`src/rtl/imuldiv_int_mul_div_iterative_if.sv`:
```
// Request/response bundle for the iterative integer multiply/divide unit.
// master issues requests and accepts results; slave is the unit itself.
interface imuldiv_int_mul_div_iterative_if;
  logic [2:0]  muldivreq_msg_fn;
  logic [31:0] muldivreq_msg_a;
  logic [31:0] muldivreq_msg_b;
  logic        muldivreq_val;
  logic        muldivreq_rdy;
  logic [31:0] muldivresp_msg_result;
  logic        muldivresp_val;
  logic        muldivresp_rdy;

  modport master (
    output muldivreq_msg_fn,
    output muldivreq_msg_a,
    output muldivreq_msg_b,
    output muldivreq_val,
    input  muldivreq_rdy,
    input  muldivresp_msg_result,
    input  muldivresp_val,
    output muldivresp_rdy
  );

  modport slave (
    input  muldivreq_msg_fn,
    input  muldivreq_msg_a,
    input  muldivreq_msg_b,
    input  muldivreq_val,
    output muldivreq_rdy,
    output muldivresp_msg_result,
    output muldivresp_val,
    input  muldivresp_rdy
  );
endinterface

```
`src/rtl/imuldiv_int_mul_div_iterative.sv`:
```
// Iterative 32-bit MUL/DIV/DIVU/REM/REMU unit: one bit per cycle,
// 32 iterations, single transaction in flight.
module imuldiv_int_mul_div_iterative (
  input  logic clk,
  input  logic reset,
  imuldiv_int_mul_div_iterative_if.slave io
);

  typedef enum logic [1:0] {
    IDLE = 2'd0,
    CALC = 2'd1,
    DONE = 2'd2
  } state_t;

  localparam logic [2:0] FN_MUL  = 3'd0;
  localparam logic [2:0] FN_DIV  = 3'd1;
  localparam logic [2:0] FN_DIVU = 3'd2;
  localparam logic [2:0] FN_REM  = 3'd3;
  localparam logic [2:0] FN_REMU = 3'd4;

  state_t      state;
  logic [4:0]  cnt;
  logic [2:0]  fn_q;
  logic [31:0] op_a;
  logic [31:0] op_b;
  logic [31:0] acc;
  logic [31:0] result_q;
  logic        neg_q;
  logic        neg_r;
  logic        dbz;

  logic        is_signed;
  logic [31:0] a_mag;
  logic [31:0] b_mag;

  logic [31:0] acc_mul;
  logic [31:0] a_mul;
  logic [31:0] b_mul;

  logic [32:0] shl;
  logic [32:0] diff;
  logic        ge;
  logic [31:0] rem_n;
  logic [31:0] quo_n;
  logic [31:0] res_fin;

  // signed ops work on magnitudes; signs are restored at the end
  always_comb begin
    is_signed = (io.muldivreq_msg_fn == FN_DIV)
             || (io.muldivreq_msg_fn == FN_REM);
    a_mag = io.muldivreq_msg_a;
    b_mag = io.muldivreq_msg_b;
    if (is_signed && io.muldivreq_msg_a[31])
      a_mag = -io.muldivreq_msg_a;
    if (is_signed && io.muldivreq_msg_b[31])
      b_mag = -io.muldivreq_msg_b;
  end

  always_comb begin
    acc_mul = acc + (op_b[0] ? op_a : 32'd0);
    a_mul   = op_a << 1;
    b_mul   = op_b >> 1;
  end

  // restoring step: op_a shifts dividend out and quotient in
  always_comb begin
    shl   = {acc, op_a[31]};
    diff  = shl - {1'b0, op_b};
    ge    = ~diff[32];
    rem_n = ge ? diff[31:0] : shl[31:0];
    quo_n = {op_a[30:0], ge};
  end

  always_comb begin
    res_fin = 32'd0;
    case (fn_q)
      FN_MUL:  res_fin = acc_mul;
      FN_DIV:  res_fin = dbz   ? 32'hFFFF_FFFF
                       : neg_q ? -quo_n : quo_n;
      FN_DIVU: res_fin = dbz ? 32'hFFFF_FFFF : quo_n;
      FN_REM:  res_fin = neg_r ? -rem_n : rem_n;
      FN_REMU: res_fin = rem_n;
      default: res_fin = 32'd0;
    endcase
  end

  always_ff @(posedge clk) begin
    if (reset) begin
      state    <= IDLE;
      cnt      <= 5'd0;
      fn_q     <= 3'd0;
      op_a     <= 32'd0;
      op_b     <= 32'd0;
      acc      <= 32'd0;
      result_q <= 32'd0;
      neg_q    <= 1'b0;
      neg_r    <= 1'b0;
      dbz      <= 1'b0;
    end else begin
      unique case (state)
        IDLE: begin
          if (io.muldivreq_val) begin
            fn_q  <= io.muldivreq_msg_fn;
            op_a  <= a_mag;
            op_b  <= b_mag;
            acc   <= 32'd0;
            cnt   <= 5'd0;
            neg_q <= is_signed
                   & (io.muldivreq_msg_a[31]
                   ^  io.muldivreq_msg_b[31]);
            neg_r <= is_signed & io.muldivreq_msg_a[31];
            dbz   <= (io.muldivreq_msg_b == 32'd0);
            state <= CALC;
          end
        end
        CALC: begin
          if (fn_q == FN_MUL) begin
            acc  <= acc_mul;
            op_a <= a_mul;
            op_b <= b_mul;
          end else begin
            acc  <= rem_n;
            op_a <= quo_n;
          end
          cnt <= cnt + 5'd1;
          if (cnt == 5'd31) begin
            result_q <= res_fin;
            state    <= DONE;
          end
        end
        DONE: begin
          if (io.muldivresp_rdy) begin
            result_q <= 32'd0;
            state    <= IDLE;
          end
        end
        default: state <= IDLE;
      endcase
    end
  end

  assign io.muldivreq_rdy  = (state == IDLE) & ~reset;
  assign io.muldivresp_val = (state == DONE) & ~reset;
  assign io.muldivresp_msg_result =
    io.muldivresp_val ? result_q : 32'd0;

endmodule

```
`src/flat_wrapper.sv`:
```
// flat-port wrapper written by rule: the top's interface ports become plain ports
module imuldiv_int_mul_div_iterative_flat 
  (clk, reset, io_muldivreq_msg_fn, io_muldivreq_msg_a, io_muldivreq_msg_b, io_muldivreq_val, io_muldivreq_rdy, io_muldivresp_msg_result, io_muldivresp_val, io_muldivresp_rdy);
  imuldiv_int_mul_div_iterative_if io_i ();
  input  logic clk;
  input  logic reset;
  input wire logic [$bits(io_i.muldivreq_msg_fn)-1:0] io_muldivreq_msg_fn;
  input wire logic [$bits(io_i.muldivreq_msg_a)-1:0] io_muldivreq_msg_a;
  input wire logic [$bits(io_i.muldivreq_msg_b)-1:0] io_muldivreq_msg_b;
  input wire logic [$bits(io_i.muldivreq_val)-1:0] io_muldivreq_val;
  output wire logic [$bits(io_i.muldivreq_rdy)-1:0] io_muldivreq_rdy;
  output wire logic [$bits(io_i.muldivresp_msg_result)-1:0] io_muldivresp_msg_result;
  output wire logic [$bits(io_i.muldivresp_val)-1:0] io_muldivresp_val;
  input wire logic [$bits(io_i.muldivresp_rdy)-1:0] io_muldivresp_rdy;
  assign io_i.muldivreq_msg_fn = io_muldivreq_msg_fn;
  assign io_i.muldivreq_msg_a = io_muldivreq_msg_a;
  assign io_i.muldivreq_msg_b = io_muldivreq_msg_b;
  assign io_i.muldivreq_val = io_muldivreq_val;
  assign io_muldivreq_rdy = io_i.muldivreq_rdy;
  assign io_muldivresp_msg_result = io_i.muldivresp_msg_result;
  assign io_muldivresp_val = io_i.muldivresp_val;
  assign io_i.muldivresp_rdy = io_muldivresp_rdy;
  imuldiv_int_mul_div_iterative u_core (.clk(clk), .reset(reset), .io(io_i));
endmodule
```
`config.mk`:
```
export PLATFORM = sky130hd
export DESIGN_NAME = imuldiv_int_mul_div_iterative_flat
export DESIGN_NICKNAME = d
export VERILOG_FILES = /design/src/rtl/imuldiv_int_mul_div_iterative_if.sv /design/src/rtl/imuldiv_int_mul_div_iterative.sv /design/src/flat_wrapper.sv
export SDC_FILE = /design/constraint.sdc
export NUM_CORES = 1
export LEC_CHECK = 0
export CAP_MARGIN = 30
export CORE_MARGIN = 2
export CORE_UTILIZATION = 30
export DETAILED_ROUTE_END_ITERATION = 8
export PLACE_DENSITY = 0.52
export SLEW_MARGIN = 0
export SYNTH_ARGS = -nofsm -noshare
export SYNTH_HDL_FRONTEND = slang
export SYNTH_SLANG_ARGS = --single-unit
```
`constraint.sdc`:
```
create_clock -name clk -period 6.2 [get_ports clk]
set_input_delay 1.55 -clock clk [delete_from_list [all_inputs] [get_ports clk]]
set_output_delay 1.55 -clock clk [all_outputs]
set_load 0.02 [all_outputs]
```
==> metrics, run 1 <==
Initial DRC Count 1,638; largest area contributor in the netlist dfxtp_1; FF-to-FF Start u_core.op_b[24]; Mapped Nets approximately 2,200; GRT overflow 0; flops & latches, synth 141; GRT Util Overall 25.0%; pre-CTS WS 1.08 ns; Critical Path RT 6.62 ns; Inserted Clock Buffers 17; Post-CTS Hold Buffers 0; Synth Warn # 0; WL/cell 23.2 um; vias in the first global route 15,000; chip width between 200 and 250 um; Setup crit end kind flop; Slew HR between 30% and 40%; CP arrival 5.63 ns; row cnt 80; DRC viols 0; first-pass GRT wire length roughly 94 mm; Area Growth Syn to Fin 15.3%; Netlist cell types 87; CTS tree done; Final #Nets 2,210; Max IR drop VDD 0.000177 V; Synth area leaders dfxtp_1, a21oi_1, ha_1; PostCTS Resize Cnt 0; Die H 223 um; Synth top area share 19.6%; Floorplan Core Area approximately 48,000 sq um; Final Hold Viols 0; fin crit period 5.22 ns; Filler cells 5,127; kind of critical path flop to flop; routed vias/inst 5.93; worst setup margin 0.982 ns; Slowest-stage cell, CP or4_1; EDFF count, synth 0; post-CTS setup buffers 0; register area share after synthesis between 10% and 20%; CTS sink cnt 141; Max Clk Rate 0.192 GHz; synthesized cell area 14,400 sq um; die area roughly 50,000 sq um; Tcrit/Tclk final 84.2%; DR vias 16,000; Final ANT Viol Nets 0; top_reg_cell synth dfxtp_1; Power Total between 3 and 4 mW; Worst-Skew Late Latency 0.50 ns; post-placement cell area 16,000 sq um; Power per Cell Area approximately 230 nW/um^2; max-cap violation count 0; gpl congestion between 0.9 and 1; critical path's largest stage delay 0.58 ns; Reg clk slew, reported paths 0.07 ns; share of layout cells above drive strength 1 5.39%; reg2reg setup slack 0.98 ns; setup tns final 0 ns; Worst-Margin Slew 0.984 ns; CP Launch Point u_core.op_b[24]; number of diodes 0; max-slew violations 0; Pre-Repair DR Iteration Count 6; initial antenna violation count 3; status completed; design area around 17,000 sq um; Syn Area/Cell 7.04 sq um; Post-DP HPWL 48.4 mm; Buffers on Ports roughly 100; Worst Hold Class flop to flop; setup violators final 0; Synth async-reset ratio 0%; H-tree depth 4; critical path cell sequence inv_1 > ha_1 > nand4_1 > or4_1 > a21o_1 > a311oi_4 > o211a_1 > buf_4 > nor3_1 > a21oi_1 > buf_4 > ha_1 > nand4b_1 > or3_1 > a2111oi_4 > a21o_1 > a21oi_1 > a221oi_2; IO Count approximately 110; crit path max fanout 9; LEAKAGE 6.23 nW; starting density of the core slightly above 30%; hold path startpoint u_core.result_q[9]; nature of the critical path startpoint flop; Layout Skew ~0.016 ns; RSZ-0062 raised after global routing false; largest net degree at the start of global routing 71; overall routed net length between 60 and 70 mm; hold_ws 0.450 ns; CTS root buf clkbuf_16; Synth Instances 2,045; maximum clock path buffer count 2
## worst max-delay path, delay by kind of cell, from the launching register on
kind / cells / cell delay, ns
flops: 1 / 0.36
compound gates: 8 / 2.03
buf+inv: 3 / 0.46
simple gates: 5 / 1.45
fa+ha+maj: 2 / 0.83
## cells in the final DEF, fill, tap and decap left out, types with 11 or more instances in the layout
cell and instances:
a21oi_1 222, nor2_1 203, nand2_1 190, o21ai_0 173, dfxtp_1 141, clkdlybuf4s50_1 103
and2_1 79, xor2_1 71, ha_1 70, xnor2_1 59, inv_1 56, a22oi_1 55
a211oi_1 44, nand3_1 43, nor3_1 41, buf_4 35, or3_1 30, a21o_1 27
mux2i_1 27, o21a_1 21, o31ai_1 21, o211ai_1 21, a31oi_1 20, nor4_1 19
clkbuf_16 17, a311oi_1 16, and3_1 16, nand2b_1 15, o41ai_1 13, nand4_1 11
or4_1 11
## cells in the mapped netlist, drive strengths merged, types with 7 or more instances
cell type	count
a21oi	224
nor2	206
nand2	190
o21ai	183
dfxtp	141
clkbuf	112
and2	79
xor2	71
ha	70
xnor2	59
inv	57
a22oi	56
a211oi	45
nand3	44
nor3	42
or3	31
a21o	27
mux2i	27
buf	24
o211ai	21
o21a	21
o31ai	21
a31oi	20
nor4	19
a311oi	17
nand2b	17
and3	16
o41ai	15
nor2b	12
nand4	11
or4	11
mux2	10
nand3b	9
nor3b	9
o311ai	9
or2	9
a21boi	8
o31a	7
## flip-flops by register name, indices dropped and copies added, names as in the netlist
name             cells
u_core.acc          32
u_core.cnt           5
u_core.dbz           1
u_core.fn_q          3
u_core.neg_q         1
u_core.neg_r         1
u_core.op_a         32
u_core.op_b         32
u_core.result_q     32
u_core.state         2
## power breakdown
group          leakage, nW  internal, mW  switching (mW)
Combinational         4.78         0.546            1.03
Clock                0.309         0.687           0.466
Sequential            1.15         0.954          0.0795
Total                 6.23          2.19            1.58
## path summary, 6_finish.rpt
| check | end | depth (start not counted) |
|---|---|---|
| worst min-delay path | u_core.result_q[9] | 2 |
| worst max register to register | u_core.result_q[26] | 18 |
| worst max-delay path | u_core.result_q[26] | 18 |
| worst min register to register | u_core.result_q[9] | 2 |
## kinds of logic (layout without fill, tap and decap cells)
group / count (synthesis) / after routing / share of synthesized area, %
and+or+nand+nor: 723 / 723 / 24.6
buffers and inverters: 193 / 226 / 5.33
AOI/OAI and AO/OA: 749 / 749 / 33.6
DFF: 141 / 141 / 19.6
muxes: 37 / 37 / 2.68
adders and majority gates: 72 / 72 / 6.36
xor gates and xnor gates: 130 / 130 / 7.91
## final cells by class
type | instances | area (sq um) | share of cell area (%)
clock inverter | 11 | 166 | 1.00
timing repair buffer | 139 | 1310 | 7.88
sequential | 141 | 2820 | 17.0
clock buffer | 19 | 453 | 2.73
multi-input combinational | 1711 | 10900 | 65.5
inverter | 57 | 214 | 1.29
tap | 615 | 769 | 4.63
## metal layers
metal	global-route usage, %	vias to the layer above	share of wire (%)
li1	-	7578	-
met1	33.7	7758	46
met2	39.5	528	45
met3	3.96	101	5.7
met4	10.7	0	3.3
met5	0	-	0
## per-stage QoR
step	utilization, %	cells
finish	34.9	2693
global route	34.9	2693
CTS	34.9	2693
detailed placement	33.6	2663
global placement	33.6	2662
floorplan	-	2045
Power figures use the tool's default switching activity.
==> run 2, diff against run 1 <==
==> constraint.sdc (replaced) <==
create_clock -name clk -period 5.2 [get_ports clk]
set_input_delay 1.3 -clock clk [delete_from_list [all_inputs] [get_ports clk]]
set_output_delay 1.3 -clock clk [all_outputs]
set_load 0.02 [all_outputs]
==> metrics, run 2 (synthesized netlist as in run 1, its figures left out) <==
Final #Nets 2,239; Reg clk slew, reported paths 0.07 ns; LEAKAGE 6.34 nW; Worst-Skew Late Latency 0.46 ns; Reg power frac 27.5%; Critical Path RT 5.53 ns; die area between 40,000 and 50,000 sq um; CTS tree done; chip width between 200 and 250 um; Sw Share 43.2%; initial antenna violation count 3; Int Power 2.55 mW; most frequent cells in the layout a21oi_1, nor2_1, nand2_1, o21ai_0, dfxtp_1; Inst Count DP 2,691; Layout Skew 0.0131 ns; max-slew violations 0; gpl congestion 0.974; Slew HR roughly 31%; maximum clock path buffer count 2; H-tree depth 4; IO Count 105; nature of the critical path startpoint flop; CTS sink cnt 141; Area Growth Syn to Fin 16.8%; Inserted Clock Buffers 17; kind of critical path flop to flop; Clock Power Share 29.1%; hold path startpoint u_core.result_q[25]; Worst-Margin Slew 1.04 ns; routed vias/inst about 6; DR vias 16,200; Worst Hold Class flop to flop; Reg2Reg Depth 18; CTS root buf clkbuf_16; Post-DP HPWL 49.6 mm; share of layout cells above drive strength 1 6.88%; WL/cell 23.1 um; Die H 223 um; FF-to-FF End u_core.result_q[30]; max-cap violation count 0; Power per Cell Area 266 nW/um^2; fin crit period 4.87 ns; FF-to-FF Start u_core.op_b[27]; CP arrival 5.20 ns; setup tns final 0 ns; Min-Delay Path Depth 2; RSZ-0062 raised after global routing false; Post-CTS Hold Buffers 0; Buffers on Ports 104; critical path's largest stage delay around 0.60 ns; starting density of the core 30.3%; Pre-Repair DR Iteration Count 6; setup violators final 0; first-pass GRT wire length ~94 mm; largest net degree at the start of global routing roughly 90; Comb power frac 43.4%; overall routed net length roughly 63 mm; status completed; Final ANT Viol Nets 0; DRC viols 0; crit path max fanout 8; Tcrit/Tclk final 93.7%; switching power total 1.93 mW; Floorplan Core Area 47,500 sq um; Slowest-stage cell, CP or4_1; GRT Util Overall 24.7%; Max IR drop VDD 0.000223 V; Hold Path Sink u_core.result_q[25]; critical path cell sequence inv_1 > ha_1 > nand4_1 > or4_1 > a21o_1 > a311oi_4 > o211a_1 > nor2_4 > inv_2 > ha_1 > nand2_1 > or2_2 > o311ai_1 > nand2_1 > a32oi_1 > o311ai_1 > a31oi_1 > a311oi_1; leading cell type in the layout, fill and taps excluded a21oi_1; Setup crit end kind flop; post-CTS setup buffers 0; Max Clk Rate 0.205 GHz; reg2reg setup slack 0.33 ns; GRT overflow 0; Final Hold Viols 0; vias in the first global route 15,200; Initial DRC Count between 1,000 and 1,500; Post-Layout Cell Count 2,725; row cnt 80
==> run 2: cell types whose count changed in the layout (fill, tap and decap cells not counted), sizes merged <==
cell      change
clkinv        -4
inv           +5
buf          +29
clkinvlp      +4
diode         +1
bufinv        -2
clkbuf        -1
==> run 2: worst max path at each step <==
stage                               start             endpoint
after detailed placement  u_core.op_b[20]  u_core.result_q[26]
after floorplan            u_core.op_b[0]  u_core.result_q[26]
after global routing      u_core.op_a[31]  u_core.result_q[26]
after CTS                 u_core.op_b[20]  u_core.result_q[26]
final                     u_core.op_b[27]  u_core.result_q[30]
after global placement    u_core.op_a[31]  u_core.result_q[25]
==> run 2: worst max-delay path: cells and delay by family (launching register included) <==
kind	cells	cell delay, ns
AOI/OAI and AO/OA	8	1.83
buffers and inverters	2	0.14
DFF	1	0.36
adders and majority gates	2	0.70
and+or+nand+nor	6	1.71
==> run 2: repair_timing <==
| action | CTS | global route |
|---|---|---|
| gates resized for setup | 0 | 3 |
| hold endpoints to repair | 0 | 0 |
| setup endpoints to repair | 0 | 4 |
==> run 2: through the flow <==
stage	instance area, sq um	setup WS (ns)	power (mW)	util, %	hold slack (ns)
after floorplan	14400	0.208	2.47	-	0.417
after global placement	16200	0.400	3.15	34.0	0.441
after detailed placement	16200	0.296	3.14	34.0	0.439
after CTS	16800	0.244	4.46	35.3	0.448
after global routing	16800	0.0434	4.69	35.4	0.477
final	16800	0.329	4.48	35.4	0.443
==> run 2: routing by layer <==
metal	GRT usage [%]	wire [um]	share of wire [%]
met1	33.8	28200	45
met2	38.5	27800	44
met3	4.06	4300	6.8
met4	10.5	2640	4.2
met5	0	9	0.014
==> run 2: power by group through the flow <==
stage,Combinational (mW),Clock (mW),Sequential (mW)
final,1.94,1.31,1.23
after global routing,2.08,1.37,1.24
after CTS,1.90,1.33,1.23
after detailed placement,1.89,0,1.25
after global placement,1.90,0,1.25
after floorplan,1.27,0,1.20
==> run 2: area by class of cell <==
type | count | area, sq um
tap | 615 | 769
antenna | 1 | 2.50
fill | 5041 | 30700
timing repair buffer | 168 | 1540
sequential | 141 | 2820
inverter | 57 | 214
multi-input combinational | 1711 | 10900
clock inverter | 14 | 156
clock buffer | 18 | 439
==> run 3, diff against run 2 <==
--- a/config.mk
+++ b/config.mk
@@ -5,11 +5,14 @@
 export SDC_FILE = /design/constraint.sdc
 export NUM_CORES = 1
 export LEC_CHECK = 0
+export ABC_AREA = 1
 export CAP_MARGIN = 30
+export CELL_PAD_IN_SITES_DETAIL_PLACEMENT = 1
+export CELL_PAD_IN_SITES_GLOBAL_PLACEMENT = 1
 export CORE_MARGIN = 2
 export CORE_UTILIZATION = 30
 export DETAILED_ROUTE_END_ITERATION = 8
-export PLACE_DENSITY = 0.52
+export PLACE_DENSITY = 0.68
 export SLEW_MARGIN = 0
 export SYNTH_ARGS = -nofsm -noshare
 export SYNTH_HDL_FRONTEND = slang
==> metrics, run 3 <==
status completed; WL/cell 20.5 um; max-slew violations 0; Area Growth Syn to Fin 14.8%; worst setup margin 0.485 ns; starting density of the core 30.3%; vias in the first global route 19,100; leading cell type in the layout, fill and taps excluded nand2_1; PostCTS Resize Cnt 0; maximum clock path buffer count 2; Synth async-reset ratio 0%; Slew HR 39.5%; GRT overflow 0; Post-DP HPWL 60.5 mm; CTS sink cnt 141; Final #Nets 3,079; switching power total 3.45 mW; DR vias 19,400; Inserted Clock Buffers 17; initial antenna violation count 0; Int Power 3.00 mW; routed vias/inst 5.35; Sw Share 53.5%; post-CTS setup buffers 0; Worst-Margin Slew 0.907 ns; overall routed net length 74.6 mm; Tcrit/Tclk final 90.7%; CTS tree done; most frequent cells in the layout nand2_1, inv_1, nor2_1, nand3_1, a21oi_1; chip width 234 um; reg2reg setup slack 0.49 ns; Final ANT Viol Nets 0; Die H 234 um; stages on the worst setup path 29; Worst-Skew Late Latency between 0.5 and 0.6 ns; register area share after synthesis approximately 18%; CP arrival 5.08 ns; Comb power frac 59.2%; design area 18,300 sq um; crit path max fanout 16; busiest grt layer met2; Reg power frac 19.6%; Post-CTS Hold Buffers 0; most common library cells after synthesis nand2_1, inv_1, nor2_1, a21oi_1, nand3_1; largest area contributor in the netlist nand2_1; Pre-Repair DR Iteration Count 5; Worst Hold Class flop to flop; Setup crit end kind flop; H-tree depth 4; Top delay family on crit path simple AND/OR/NAND/NOR gates; DRC viols 0; LEAKAGE 8.65 nW; GRT Util Overall 27.3%; pre-CTS WS 0.472 ns; row cnt 84; hold_ws 0.464 ns; post-placement cell area 17,600 sq um; setup tns final 0 ns; Syn Area/Cell about 5.5 sq um; max-cap violation count 0; largest net degree at the start of global routing 69; Critical Path RT 5.56 ns; critical path's largest stage delay 0.42 ns; first-pass GRT wire length about 110 mm; Floorplan Core Area roughly 53,000 sq um; Initial DRC Count 1,330; share of layout cells above drive strength 1 5.53%; flops & latches, synth around 140; IO Count between 100 and 150; CP dominant cell by count nand2_1; Max Clk Rate 0.212 GHz; M2 GR Usage between 40 and 50%; top-count cell post-synth nand2_1; Synth area leaders nand2_1, dfxtp_1, inv_1; Synth top area share 22.1%; fin crit period 4.71 ns; kind of critical path flop to flop; Synth Warn # 0; Mapped Nets 3,039; gpl congestion 0.943; synthesized cell area 15,900 sq um; setup violators final 0; CP Buf/Inv Count 2; Max IR drop VDD 0.000198 V; Power per Cell Area 353 nW/um^2; Final Hold Viols 0; Reg clk slew, reported paths 0.08 ns; Min-Delay Path Depth 2; Slowest-stage cell, CP fa_1; CTS root buf clkbuf_16; met3 global-route usage between 3 and 4%; number of diodes 0; top_reg_cell synth dfxtp_1; EDFF count, synth 0; Synth Instances 2,896; Buffers on Ports 104; met1 global-route usage 37.0%; Clock Power Share between 20% and 30%; nature of the critical path startpoint flop; Netlist cell types 53; die area 54,900 sq um; Layout Skew 0.0234 ns; Reg2Reg Depth 29; RSZ-0062 raised after global routing false
## run 3: changes by cell type in the layout (fill, tap and decap cells not counted), moves of 41 or more
cell / previous run / this run
nor2_1: 203 / 259
nand3_1: 43 / 197
nand2_1: 190 / 938
xnor2_1: 59 / 17
xor2_1: 71 / 30
inv_1: 56 / 411
a22oi_1: 55 / 5
and2_1: 79 / 1
## run 3: logic make-up (layout without fill, tap and decap cells)
logic type / Yosys count / after routing / share of synthesized area [%]
buffers and inverters: 541 / 594 / 13.2
flip-flops: 141 / 141 / 17.7
XOR/XNOR: 47 / 47 / 2.59
AO/OA/AOI/OAI: 507 / 507 / 18.1
AND/OR/NAND/NOR: 1588 / 1588 / 42.6
adder cells (fa/ha/maj): 72 / 72 / 5.75
## run 3: worst register-to-register path: cells and delay by family, from the launching register on
| family | cells | cell delay, ns |
|---|---|---|
| simple gates | 21 | 2.70 |
| flops | 1 | 0.34 |
| buf+inv | 2 | 0.25 |
| compound gates | 3 | 0.46 |
| fa+ha+maj | 3 | 0.82 |
## run 3: layout make-up
type                    instances  area (sq um)
clock inverters                12           163
inverters                     421          1580
flip-flops and latches        141          2820
clock buffers                  20           447
well taps                     688           861
repair buffers                141          1360
multi-input cells            2214         11000
fillers                      7185         34300
## run 3: stage by stage
step / power [mW] / utilization (%) / instances
floorplan: 3.85 / - / 2896
detailed placement: 5.03 / 33.6 / 3604
finish: 6.45 / 34.8 / 3637
global placement: 4.94 / 33.5 / 3603
CTS: 6.42 / 34.7 / 3636
global route: 6.91 / 34.8 / 3637
## run 3: metal layers
layer	vias to the layer above	routed length [um]
li1	9401	-
met1	9406	35100
met2	518	33700
met3	115	3730
met4	0	2100
met5	-	0
## run 3: power by group through the flow
stage	registers [mW]	clock network, mW	logic, mW
after global placement	1.28	0	3.65
after global routing	1.27	1.43	4.22
after detailed placement	1.29	0	3.74
after CTS	1.26	1.39	3.76
after floorplan	1.22	0	2.63
final	1.26	1.37	3.82
## run 3: final timing paths
path,start,endpoint
worst max-delay path,u_core.op_a[31],u_core.result_q[26]
worst min-delay path,u_core.result_q[13],u_core.result_q[13]
worst max register to register,u_core.op_a[31],u_core.result_q[26]
worst min register to register,u_core.result_q[13],u_core.result_q[13]
